File: src/rtl/alu_seq.sv
// ============================================================================
// Module   : alu_seq
// Purpose  : Handshaked ALU with registered result/flags and iterative MUL.
// Revision : 1.0
// ============================================================================
`default_nettype none

module alu_seq #(
  parameter int WIDTH = 8,
  parameter int OPW   = 4
) (
  input  logic             clk,
  input  logic             reset,
  input  logic             in_valid,
  output logic             in_ready,
  input  logic [WIDTH-1:0] regA,
  input  logic [WIDTH-1:0] regB,
  input  logic [OPW-1:0]   pgmOp,
  output logic             out_valid,
  input  logic             out_ready,
  output logic [WIDTH-1:0] aluOut,
  output logic             geFlg,
  output logic             neFlg,
  output logic             zFlg,
  output logic             cFlg
);

  localparam int CNT_W = $clog2(WIDTH + 1);

  localparam logic [3:0] OP_ADD = 4'd0;
  localparam logic [3:0] OP_AND = 4'd1;
  localparam logic [3:0] OP_SUB = 4'd2;
  localparam logic [3:0] OP_ORR = 4'd3;
  localparam logic [3:0] OP_XOR = 4'd4;
  localparam logic [3:0] OP_LSL = 4'd5;
  localparam logic [3:0] OP_RXR = 4'd6;
  localparam logic [3:0] OP_CMP = 4'd7;
  localparam logic [3:0] OP_LSR = 4'd8;
  localparam logic [3:0] OP_MUL = 4'd9;

  typedef enum logic [1:0] {
    IDLE = 2'd0,
    BUSY = 2'd1,
    DONE = 2'd2
  } state_t;

  state_t               state_q, state_d;
  logic                 rst_seen_q;
  logic [WIDTH-1:0]     result_q, result_d;
  logic                 ge_q, ge_d, ne_q, ne_d, z_q, z_d, c_q, c_d;
  logic [2*WIDTH-1:0]   mcand_q, mcand_d;
  logic [WIDTH-1:0]     mplier_q, mplier_d;
  logic [2*WIDTH-1:0]   acc_q, acc_d;
  logic [CNT_W-1:0]     cnt_q, cnt_d;

  logic [3:0]           op;
  logic [WIDTH:0]       sum;
  logic [WIDTH-1:0]     alu_res;
  logic                 alu_c, upd_c, upd_cmp;
  logic                 shift_oob;
  logic [2*WIDTH-1:0]   mul_step;
  logic                 accept;

  generate
    if (OPW > 4) begin : g_unused_op
      logic unused_op_bits;
      assign unused_op_bits = ^pgmOp[OPW-1:4];
    end
  endgenerate

  // Held low for one cycle after any reset edge, so it reads 0 while reset is applied.
  assign in_ready  = !rst_seen_q &&
                     ((state_q == IDLE) || ((state_q == DONE) && out_ready));
  assign out_valid = (state_q == DONE);
  assign aluOut    = result_q;
  assign geFlg     = ge_q;
  assign neFlg     = ne_q;
  assign zFlg      = z_q;
  assign cFlg      = c_q;

  always_comb begin
    op        = pgmOp[3:0];
    sum       = {1'b0, regA} + {1'b0, regB};
    shift_oob = (regB >= WIDTH'(WIDTH));
    alu_res   = regB;
    alu_c     = 1'b0;
    upd_c     = 1'b0;
    upd_cmp   = 1'b0;
    case (op)
      OP_ADD: begin alu_res = sum[WIDTH-1:0]; alu_c = sum[WIDTH]; upd_c = 1'b1; end
      OP_AND: alu_res = regA & regB;
      OP_SUB: begin alu_res = regA - regB; alu_c = (regA >= regB); upd_c = 1'b1; end
      OP_ORR: alu_res = regA | regB;
      OP_XOR: alu_res = regA ^ regB;
      OP_LSL: alu_res = shift_oob ? '0 : (regA << regB);
      OP_LSR: alu_res = shift_oob ? '0 : (regA >> regB);
      OP_RXR: alu_res = {{(WIDTH-1){1'b0}}, ^regB};
      OP_CMP: begin alu_res = regA - regB; upd_cmp = 1'b1; end
      default: alu_res = regB;
    endcase
  end

  always_comb begin
    state_d  = state_q;
    result_d = result_q;
    ge_d     = ge_q;
    ne_d     = ne_q;
    z_d      = z_q;
    c_d      = c_q;
    mcand_d  = mcand_q;
    mplier_d = mplier_q;
    acc_d    = acc_q;
    cnt_d    = cnt_q;
    accept   = in_valid && in_ready;
    mul_step = acc_q + (mplier_q[0] ? mcand_q : '0);

    case (state_q)
      IDLE: ;
      BUSY: begin
        acc_d    = mul_step;
        mcand_d  = mcand_q << 1;
        mplier_d = mplier_q >> 1;
        cnt_d    = cnt_q - CNT_W'(1);
        // The last partial product is folded in on the same edge that enters DONE.
        if (cnt_q == CNT_W'(1)) begin
          result_d = mul_step[WIDTH-1:0];
          c_d      = |mul_step[2*WIDTH-1:WIDTH];
          z_d      = (mul_step[WIDTH-1:0] == '0);
          state_d  = DONE;
        end
      end
      DONE: if (out_ready && !in_valid) state_d = IDLE;
      default: state_d = IDLE;
    endcase

    if (accept) begin
      if (op == OP_MUL) begin
        mcand_d  = {{WIDTH{1'b0}}, regA};
        mplier_d = regB;
        acc_d    = '0;
        cnt_d    = CNT_W'(WIDTH);
        state_d  = BUSY;
      end else begin
        result_d = alu_res;
        z_d      = (alu_res == '0);
        if (upd_c) c_d = alu_c;
        if (upd_cmp) begin
          ge_d = ($signed(regA) >= $signed(regB));
          ne_d = (regA != regB);
        end
        state_d = DONE;
      end
    end
  end

  always_ff @(posedge clk) begin
    if (reset) begin
      state_q    <= IDLE;
      rst_seen_q <= 1'b1;
      result_q   <= '0;
      ge_q       <= 1'b0;
      ne_q       <= 1'b0;
      z_q        <= 1'b0;
      c_q        <= 1'b0;
      mcand_q    <= '0;
      mplier_q   <= '0;
      acc_q      <= '0;
      cnt_q      <= '0;
    end else begin
      state_q    <= state_d;
      rst_seen_q <= 1'b0;
      result_q   <= result_d;
      ge_q       <= ge_d;
      ne_q       <= ne_d;
      z_q        <= z_d;
      c_q        <= c_d;
      mcand_q    <= mcand_d;
      mplier_q   <= mplier_d;
      acc_q      <= acc_d;
      cnt_q      <= cnt_d;
    end
  end

endmodule

`default_nettype wire

File: config.mk
export PLATFORM = sky130hd
export DESIGN_NAME = alu_seq
export DESIGN_NICKNAME = d
export VERILOG_FILES = /design/src/rtl/alu_seq.sv
export SDC_FILE = /design/constraint.sdc
export NUM_CORES = 1
export LEC_CHECK = 0
export CAP_MARGIN = 40
export CORE_MARGIN = 2
export CORE_UTILIZATION = 50
export CTS_CLUSTER_SIZE = 20
export DETAILED_ROUTE_END_ITERATION = 10
export PLACE_DENSITY = 0.7
export SETUP_SLACK_MARGIN = 0.15
export SLEW_MARGIN = 10
export SYNTH_ARGS = -nofsm -noshare
export SYNTH_HDL_FRONTEND = slang
export SYNTH_SLANG_ARGS = --single-unit
File: constraint.sdc
create_clock -name clk -period 4.55 [get_ports clk]
set_clock_uncertainty 0.1 [all_clocks]
set_input_delay 0.455 -clock clk [delete_from_list [all_inputs] [get_ports clk]]
set_output_delay 0.455 -clock clk [all_outputs]
set_load 0.005 [all_outputs]
==> flow_results.xml, run 1 <==
<?xml version="1.0" encoding="UTF-8"?>
<metrics>
  <group name="final_layout">
    <metric name="multi_input_comb_area" unit="µm²">3700</metric>
    <metric name="design_area" unit="µm²">5880</metric>
    <metric name="final_nets" unit="">795</metric>
    <metric name="n_antenna_cell" unit="">0</metric>
    <metric name="layout-drive-gt1-share" unit="%">6.20</metric>
    <metric name="fill_cells" unit="">1003</metric>
    <metric name="final-seq-area" unit="µm²">1180</metric>
    <metric name="area_delta_synth_final" unit="%">13.3</metric>
  </group>
  <group name="power_and_ir_drop">
    <metric name="power_per_cell_area" unit="nW/µm²">225</metric>
    <metric name="p_leak" unit="nW">2.37</metric>
    <metric name="post-layout-total-power" unit="mW">1.32</metric>
    <metric name="worst_ir_drop_vdd" unit="mV">0.234</metric>
  </group>
  <group name="grt">
    <metric name="global_route.usage.total" unit="%">29.4</metric>
    <metric name="grt.overflow.total" unit="">0</metric>
    <metric name="grt_start_max_net_pins" unit="">45</metric>
    <metric name="vias_in_the_first_global_route" unit="">5136</metric>
    <metric name="global_route_wire_length_before_repair" unit="µm">26200</metric>
    <metric name="antenna_found_initial" unit="">0</metric>
  </group>
  <group name="clock_tree">
    <metric name="cts_htree_levels" unit="">3</metric>
    <metric name="cts_tree" unit="">done</metric>
    <metric name="cts_buffer_depth" unit="">2</metric>
    <metric name="cts_root_buffer" unit="">sky130_fd_sc_hd__clkbuf_8</metric>
    <metric name="total_clock_buffers_created_by_cts" unit="">9</metric>
    <metric name="worst_skew_pair.late_latency" unit="ps">340</metric>
    <metric name="cts_resized" unit="">0</metric>
    <metric name="post_cts_buffers" unit="">0</metric>
    <metric name="clkTransAtPathRegs" unit="ps">70</metric>
    <metric name="clock_sinks" unit="">59</metric>
    <metric name="holdBufCountCts" unit="">0</metric>
  </group>
  <group name="status">
    <metric name="run_status" unit="">complete, no violations</metric>
  </group>
  <group name="sta">
    <metric name="final.period_utilization" unit="%">78.0</metric>
    <metric name="rsz_0062_raised_after_global_routing" unit="">false</metric>
    <metric name="layout_min_cycle_time" unit="ps">3550</metric>
    <metric name="tns" unit="ps">0</metric>
    <metric name="maxSlewHeadroom" unit="%">45.3</metric>
    <metric name="max_freq" unit="GHz">0.282</metric>
    <metric name="worstMarginPinSlew" unit="ps">815</metric>
    <metric name="finalSetupViolCount" unit="">0</metric>
    <metric name="timing_max_transition_violations_final" unit="">0</metric>
    <metric name="timing_hold_violations_final" unit="">0</metric>
  </group>
  <group name="floorplanning">
    <metric name="core_area" unit="µm²">10200</metric>
    <metric name="dieWidth" unit="µm">106</metric>
    <metric name="initial_core_util" unit="%">50.9</metric>
    <metric name="floorplan.rows" unit="">37</metric>
    <metric name="top_level_ports" unit="">38</metric>
    <metric name="die_area" unit="µm²">11200</metric>
    <metric name="die_height" unit="µm">106</metric>
  </group>
  <group name="yosys">
    <metric name="yosys_register_bits" unit="">59</metric>
    <metric name="synth_ff_type" unit="">sky130_fd_sc_hd__dfxtp_1</metric>
    <metric name="most_frequent_cell_after_synthesis" unit="">sky130_fd_sc_hd__nand2_1</metric>
    <metric name="post_synth_most_frequent_cells" unit="">sky130_fd_sc_hd__nand2_1, sky130_fd_sc_hd__nor2_1, sky130_fd_sc_hd__dfxtp_1, sky130_fd_sc_hd__a21oi_1, sky130_fd_sc_hd__ha_1</metric>
    <metric name="postSynth.asyncResetShare" unit="%">0</metric>
    <metric name="synthTopCellsByArea" unit="">sky130_fd_sc_hd__dfxtp_1, sky130_fd_sc_hd__ha_1, sky130_fd_sc_hd__nand2_1</metric>
    <metric name="synth_edf_count" unit="">0</metric>
    <metric name="synth_largest_type_area_fraction" unit="%">22.8</metric>
    <metric name="yosysWarningCount" unit="">0</metric>
    <metric name="synth_top_area_cell" unit="">sky130_fd_sc_hd__dfxtp_1</metric>
    <metric name="syn_inst" unit="">701</metric>
    <metric name="syn_area_per_cell" unit="µm²">7.40</metric>
    <metric name="post_synth_num_cell_types" unit="">68</metric>
    <metric name="seq_area_frac_synth" unit="%">22.8</metric>
    <metric name="synth_nets" unit="">775</metric>
    <metric name="synthesis.area" unit="µm²">5190</metric>
  </group>
  <group name="drt">
    <metric name="drt_pass1_iterations" unit="">5</metric>
    <metric name="drt_iter0_drc" unit="">425</metric>
    <metric name="wl_per_cell" unit="µm">18.5</metric>
    <metric name="viasPerCell" unit="">6.18</metric>
    <metric name="route.detailed.drc" unit="">0</metric>
    <metric name="route.vias.total" unit="">5331</metric>
    <metric name="drt.antenna.violating_nets" unit="">0</metric>
    <metric name="wl" unit="µm">16000</metric>
  </group>
  <group name="placed_design">
    <metric name="detailed_place.area" unit="µm²">5670</metric>
    <metric name="gp_routability_congestion" unit="">0.942</metric>
    <metric name="hpwl" unit="µm">12000</metric>
    <metric name="number_of_i_o_port_buffers" unit="">37</metric>
  </group>
  <group name="worst_setup_path">
    <metric name="worstPathRequired" unit="ps">4690</metric>
    <metric name="endpoint_kind" unit="">flop</metric>
    <metric name="timing.critical_path.fanout_max" unit="">11</metric>
    <metric name="worst-endpoint-arrival" unit="ps">3690</metric>
    <metric name="worstSetupStartpointType" unit="">input pin</metric>
    <metric name="path_class" unit="">input pin to flop</metric>
  </group>
  <group name="job">
    <metric name="drv_cap" unit="">0</metric>
  </group>
  <group name="worst_hold_path">
    <metric name="min_delay_worst_type" unit="">flop to flop</metric>
  </group>
</metrics>
[kinds of logic (layout without fill, tap and decap cells)]
kind of cell	count (synthesis)	count (layout)	share of synthesized area (%)
AO/OA/AOI/OAI	191	191	26.0
buffers and inverters	79	104	5.96
flip-flops	59	59	22.8
adder cells (fa/ha/maj)	50	50	12.5
AND/OR/NAND/NOR	283	283	25.5
XOR/XNOR	20	20	3.38
multiplexers	19	19	3.95
[routing by layer]
| layer | share of wire, % | global-route usage [%] | wire, µm |
|---|---|---|---|
| met1 | 47 | 40.9 | 7500 |
| met2 | 44 | 46.2 | 6980 |
| met3 | 6.8 | 5.07 | 1090 |
| met4 | 2.6 | 9.87 | 418 |
| met5 | 0 | 0 | 0 |
[path summary, 6_finish.rpt]
path	slack [ps]	endpoint	startpoint	cells after the start
setup / recovery	1000	zFlg	regA[1]	11
hold / removal	360	acc_q[12]	acc_q[12]	2
setup reg to reg	1060	cFlg	mplier_q[0]	11
hold reg to reg	360	acc_q[12]	acc_q[12]	2
[metrics by stage]
| stage | setup slack, ps | utilization [%] | instances | hold WS (ps) |
|---|---|---|---|---|
| final | 1000 | 57.7 | 862 | 364 |
| after global routing | 833 | 57.7 | 862 | 376 |
| after CTS | 1030 | 57.7 | 862 | 364 |
| after detailed placement | 701 | 55.7 | 846 | 354 |
| after global placement | 765 | 55.7 | 846 | 345 |
| after floorplan | 1220 | - | 701 | 336 |
[sequential cells by signal, indices dropped and copies added (netlist names)]
name,cells
acc_q,16
mcand_q,16
aluOut,8
mplier_q,8
cnt_q,4
state_q,2
cFlg,1
geFlg,1
neFlg,1
rst_seen_q,1
zFlg,1
[power breakdown]
| group | switching (mW) | internal [mW] | total [mW] |
|---|---|---|---|
| clock | 0.220 | 0.266 | 0.486 |
| sequential | 0.00747 | 0.526 | 0.534 |
| combinational | 0.178 | 0.124 | 0.301 |
[critical path, cell delays in order]
cell and delay [ps]:
sky130_fd_sc_hd__clkdlybuf4s50_1 780, sky130_fd_sc_hd__inv_1 100, sky130_fd_sc_hd__ha_1 350, sky130_fd_sc_hd__o21ba_1 230, sky130_fd_sc_hd__or4_4 420, sky130_fd_sc_hd__o21a_1 150
sky130_fd_sc_hd__a221oi_2 250, sky130_fd_sc_hd__o22a_1 170, sky130_fd_sc_hd__a21oi_1 100, sky130_fd_sc_hd__o32a_1 410, sky130_fd_sc_hd__o41ai_2 280
[area by class of cell]
cell class              count  area share [%]
repair buffers             53            8.35
inverters                  35            2.24
well taps                 136            2.90
flip-flops and latches     59            20.1
clock inverters             6            1.11
multi-input cells         563            63.0
clock buffers              10            2.34
[placed cells by master, fill, tap and decap left out, drive strengths merged, types with 5 or more instances in the layout]
cell type / instances
nand3: 19
a21oi: 53
o22ai: 9
mux2i: 16
dfxtp: 59
and2: 19
a311oi: 15
nor2b: 13
xnor2: 13
a21o: 8
nor2: 75
and3: 5
a221oi: 12
nand2: 99
o21ai: 19
ha: 47
a211oi: 17
clkbuf: 10
nand2b: 6
buf: 16
clkdlybuf4s50: 37
inv: 34
xor2: 7
nor3: 18
o41ai: 5
Power figures use the tool's default switching activity.
==> inputs of run 2 (changes only) <==
--- a/config.mk
+++ b/config.mk
@@ -10,7 +10,7 @@
 export CORE_UTILIZATION = 50
 export CTS_CLUSTER_SIZE = 20
 export DETAILED_ROUTE_END_ITERATION = 10
-export PLACE_DENSITY = 0.7
+export PLACE_DENSITY = 0.72
 export SETUP_SLACK_MARGIN = 0.15
 export SLEW_MARGIN = 10
 export SYNTH_ARGS = -nofsm -noshare
==> constraint.sdc (replaced) <==
create_clock -name clk -period 3.2 [get_ports clk]
set_clock_uncertainty 0.1 [all_clocks]
set_input_delay 0.32 -clock clk [delete_from_list [all_inputs] [get_ports clk]]
set_output_delay 0.32 -clock clk [all_outputs]
set_load 0.005 [all_outputs]
==> flow_results.xml, run 2 (synthesized netlist as in run 1, its figures left out) <==
<?xml version="1.0" encoding="UTF-8"?>
<metrics>
  <group name="placed_design">
    <metric name="gp_routability_congestion" unit="">1.01</metric>
    <metric name="hpwl" unit="µm">12200</metric>
    <metric name="place_inst" unit="">902</metric>
    <metric name="detailed_place.area" unit="µm²">6100</metric>
    <metric name="number_of_i_o_port_buffers" unit="">37</metric>
  </group>
  <group name="sta">
    <metric name="worstMarginPinSlew" unit="ps">826</metric>
    <metric name="maxSlewHeadroom" unit="%">44.5</metric>
    <metric name="worst_hold_slack" unit="ps">362</metric>
    <metric name="layout_min_cycle_time" unit="ps">3050</metric>
    <metric name="final.period_utilization" unit="%">95.4</metric>
    <metric name="rsz_0062_raised_after_global_routing" unit="">true</metric>
    <metric name="timing_max_transition_violations_final" unit="">0</metric>
    <metric name="max_freq" unit="GHz">0.327</metric>
    <metric name="finalSetupViolCount" unit="">0</metric>
    <metric name="timing_hold_violations_final" unit="">0</metric>
  </group>
  <group name="final_layout">
    <metric name="most-common-layout-cells" unit="">sky130_fd_sc_hd__nand2_1, sky130_fd_sc_hd__nor2_1, sky130_fd_sc_hd__buf_4</metric>
    <metric name="layout_commonest_cell" unit="">sky130_fd_sc_hd__nand2_1</metric>
    <metric name="final_nets" unit="">854</metric>
    <metric name="reg.largest.list" unit="">acc_q x16, mcand_q x16</metric>
    <metric name="n_antenna_cell" unit="">0</metric>
    <metric name="layout-drive-gt1-share" unit="%">14.6</metric>
    <metric name="final-instance-count-excl-fill" unit="">921</metric>
    <metric name="area_delta_synth_final" unit="%">23.6</metric>
    <metric name="design_area" unit="µm²">6410</metric>
    <metric name="fill_cells" unit="">946</metric>
  </group>
  <group name="power_and_ir_drop">
    <metric name="worst_ir_drop_vdd" unit="mV">0.305</metric>
    <metric name="p_leak" unit="nW">2.71</metric>
    <metric name="power_per_cell_area" unit="nW/µm²">314</metric>
    <metric name="post-layout-total-power" unit="mW">2.01</metric>
  </group>
  <group name="worst_setup_path">
    <metric name="reg2reg_depth" unit="">12</metric>
    <metric name="timing.critical_path.fanout_max" unit="">9</metric>
    <metric name="worstSetupStartpointType" unit="">flop</metric>
    <metric name="worst-endpoint-arrival" unit="ps">3180</metric>
    <metric name="reg2reg_slack" unit="ps">150</metric>
    <metric name="critical-path-max-stage-delay" unit="ps">380</metric>
    <metric name="cp_top_family" unit="">compound AO/OA/AOI/OAI gates</metric>
    <metric name="cp_cell_sequence" unit="">buf_4, and2_1, ha_1, a21oi_1, o21ai_0, a22oi_1, o311ai_1, a21oi_1, xor2_1, nor4_2, buf_4, o2bb2ai_1</metric>
    <metric name="critPathBufInv" unit="">2</metric>
    <metric name="critical-path-slowest-cell" unit="">sky130_fd_sc_hd__ha_1</metric>
    <metric name="worstPathRequired" unit="ps">3330</metric>
    <metric name="crit_reg_reg_startpoint" unit="">mplier_q[0]</metric>
    <metric name="setup.worst_path.start" unit="">mplier_q[0]</metric>
    <metric name="worstReg2RegEnd" unit="">cFlg</metric>
    <metric name="path_class" unit="">flop to flop</metric>
    <metric name="critical_path_cell_count" unit="">12</metric>
    <metric name="endpoint_kind" unit="">flop</metric>
  </group>
  <group name="job">
    <metric name="drv_cap" unit="">0</metric>
  </group>
  <group name="drt">
    <metric name="route.vias.total" unit="">5532</metric>
    <metric name="wl" unit="µm">16300</metric>
    <metric name="wl_per_cell" unit="µm">17.7</metric>
    <metric name="drt.antenna.violating_nets" unit="">0</metric>
    <metric name="drt_pass1_iterations" unit="">6</metric>
    <metric name="drt_iter0_drc" unit="">390</metric>
    <metric name="viasPerCell" unit="">6.01</metric>
    <metric name="route.detailed.drc" unit="">0</metric>
  </group>
  <group name="grt">
    <metric name="global_route.usage.total" unit="%">28.8</metric>
    <metric name="grt.overflow.total" unit="">0</metric>
    <metric name="vias_in_the_first_global_route" unit="">5159</metric>
    <metric name="grt_start_max_net_pins" unit="">44</metric>
    <metric name="antenna_found_initial" unit="">0</metric>
    <metric name="global_route_wire_length_before_repair" unit="µm">25700</metric>
  </group>
  <group name="clock_tree">
    <metric name="clock_sinks" unit="">59</metric>
    <metric name="cts_htree_levels" unit="">3</metric>
    <metric name="total_clock_buffers_created_by_cts" unit="">9</metric>
    <metric name="worst_skew_pair.late_latency" unit="ps">340</metric>
    <metric name="cts_buffer_depth" unit="">2</metric>
    <metric name="cts_root_buffer" unit="">sky130_fd_sc_hd__clkbuf_8</metric>
    <metric name="cts_tree" unit="">done</metric>
    <metric name="clkTransAtPathRegs" unit="ps">70</metric>
  </group>
  <group name="worst_hold_path">
    <metric name="timing.hold.worst.start" unit="">mcand_q[15]</metric>
    <metric name="hold_depth" unit="">2</metric>
    <metric name="min_delay_worst_type" unit="">flop to flop</metric>
    <metric name="worst_hold_path.endpoint" unit="">mcand_q[15]</metric>
  </group>
  <group name="floorplanning">
    <metric name="die_area" unit="µm²">11200</metric>
    <metric name="floorplan.rows" unit="">37</metric>
    <metric name="die_height" unit="µm">106</metric>
    <metric name="dieWidth" unit="µm">106</metric>
    <metric name="top_level_ports" unit="">38</metric>
    <metric name="core_area" unit="µm²">10200</metric>
    <metric name="initial_core_util" unit="%">50.9</metric>
  </group>
  <group name="status">
    <metric name="run_status" unit="">complete, no violations</metric>
  </group>
</metrics>
-- run 2: through the flow --
stage	setup WS, ps	TNS, ps	util [%]
floorplan	252	0	-
global placement	-69.4	-108	59.8
detailed placement	-138	-244	59.9
CTS	150	0	62.4
global route	-14.5	-14.5	62.9
finish	146	0	62.9
-- run 2: worst reg2reg max path: cells and delay by family (launching register included) --
family | cells | cell delay [ps]
compound gates | 6 | 1170
simple gates | 2 | 470
fa+ha+maj | 1 | 380
flops | 1 | 370
buf+inv | 2 | 330
xor+xnor | 1 | 120
-- run 2: report_power, final --
group / switching [mW] / internal (mW)
Combinational: 0.261 / 0.215
Clock: 0.301 / 0.477
Sequential: 0.00975 / 0.747
-- run 2: timing repair --
action	in CTS	in global routing
resized for setup	7	6
endpoints found under the setup margin	1	3
pin swaps	4	6
hold buffers	0	0
buffers inserted	1	2
-- run 2: cell type report --
cell class	count	area, µm²	share of cell area [%]
multi-input combinational	563	3760	58.6
sequential	59	1180	18.5
timing repair buffer	112	941	14.7
tap	136	170	2.65
clock buffer	11	151	2.36
inverter	35	133	2.07
clock inverter	5	75.1	1.17
-- run 2: worst max path at each step --
| stage | end | slack, ps |
|---|---|---|
| CTS | cFlg | 150 |
| global route | cFlg | -10 |
| finish | cFlg | 150 |
| detailed placement | zFlg | -140 |
| floorplan | zFlg | 250 |
| global placement | zFlg | -70 |
-- run 2: per-layer routing --
layer | GRT usage, % | vias to the layer above | wire (µm)
met5 | 0 | - | 0
met4 | 5.83 | 0 | 252
met1 | 39.4 | 2578 | 7250
li1 | - | 2692 | -
met2 | 45.7 | 238 | 7280
met3 | 7.73 | 24 | 1480
==> inputs of run 3 (changes only) <==
--- a/config.mk
+++ b/config.mk
@@ -12,6 +12,7 @@
 export DETAILED_ROUTE_END_ITERATION = 10
 export PLACE_DENSITY = 0.72
 export SETUP_SLACK_MARGIN = 0.15
+export SKIP_LAST_GASP = 1
 export SLEW_MARGIN = 10
 export SYNTH_ARGS = -nofsm -noshare
 export SYNTH_HDL_FRONTEND = slang
==> results of run 3 <==
No change in the layout: final DEF, timing and power equal those of run 2.
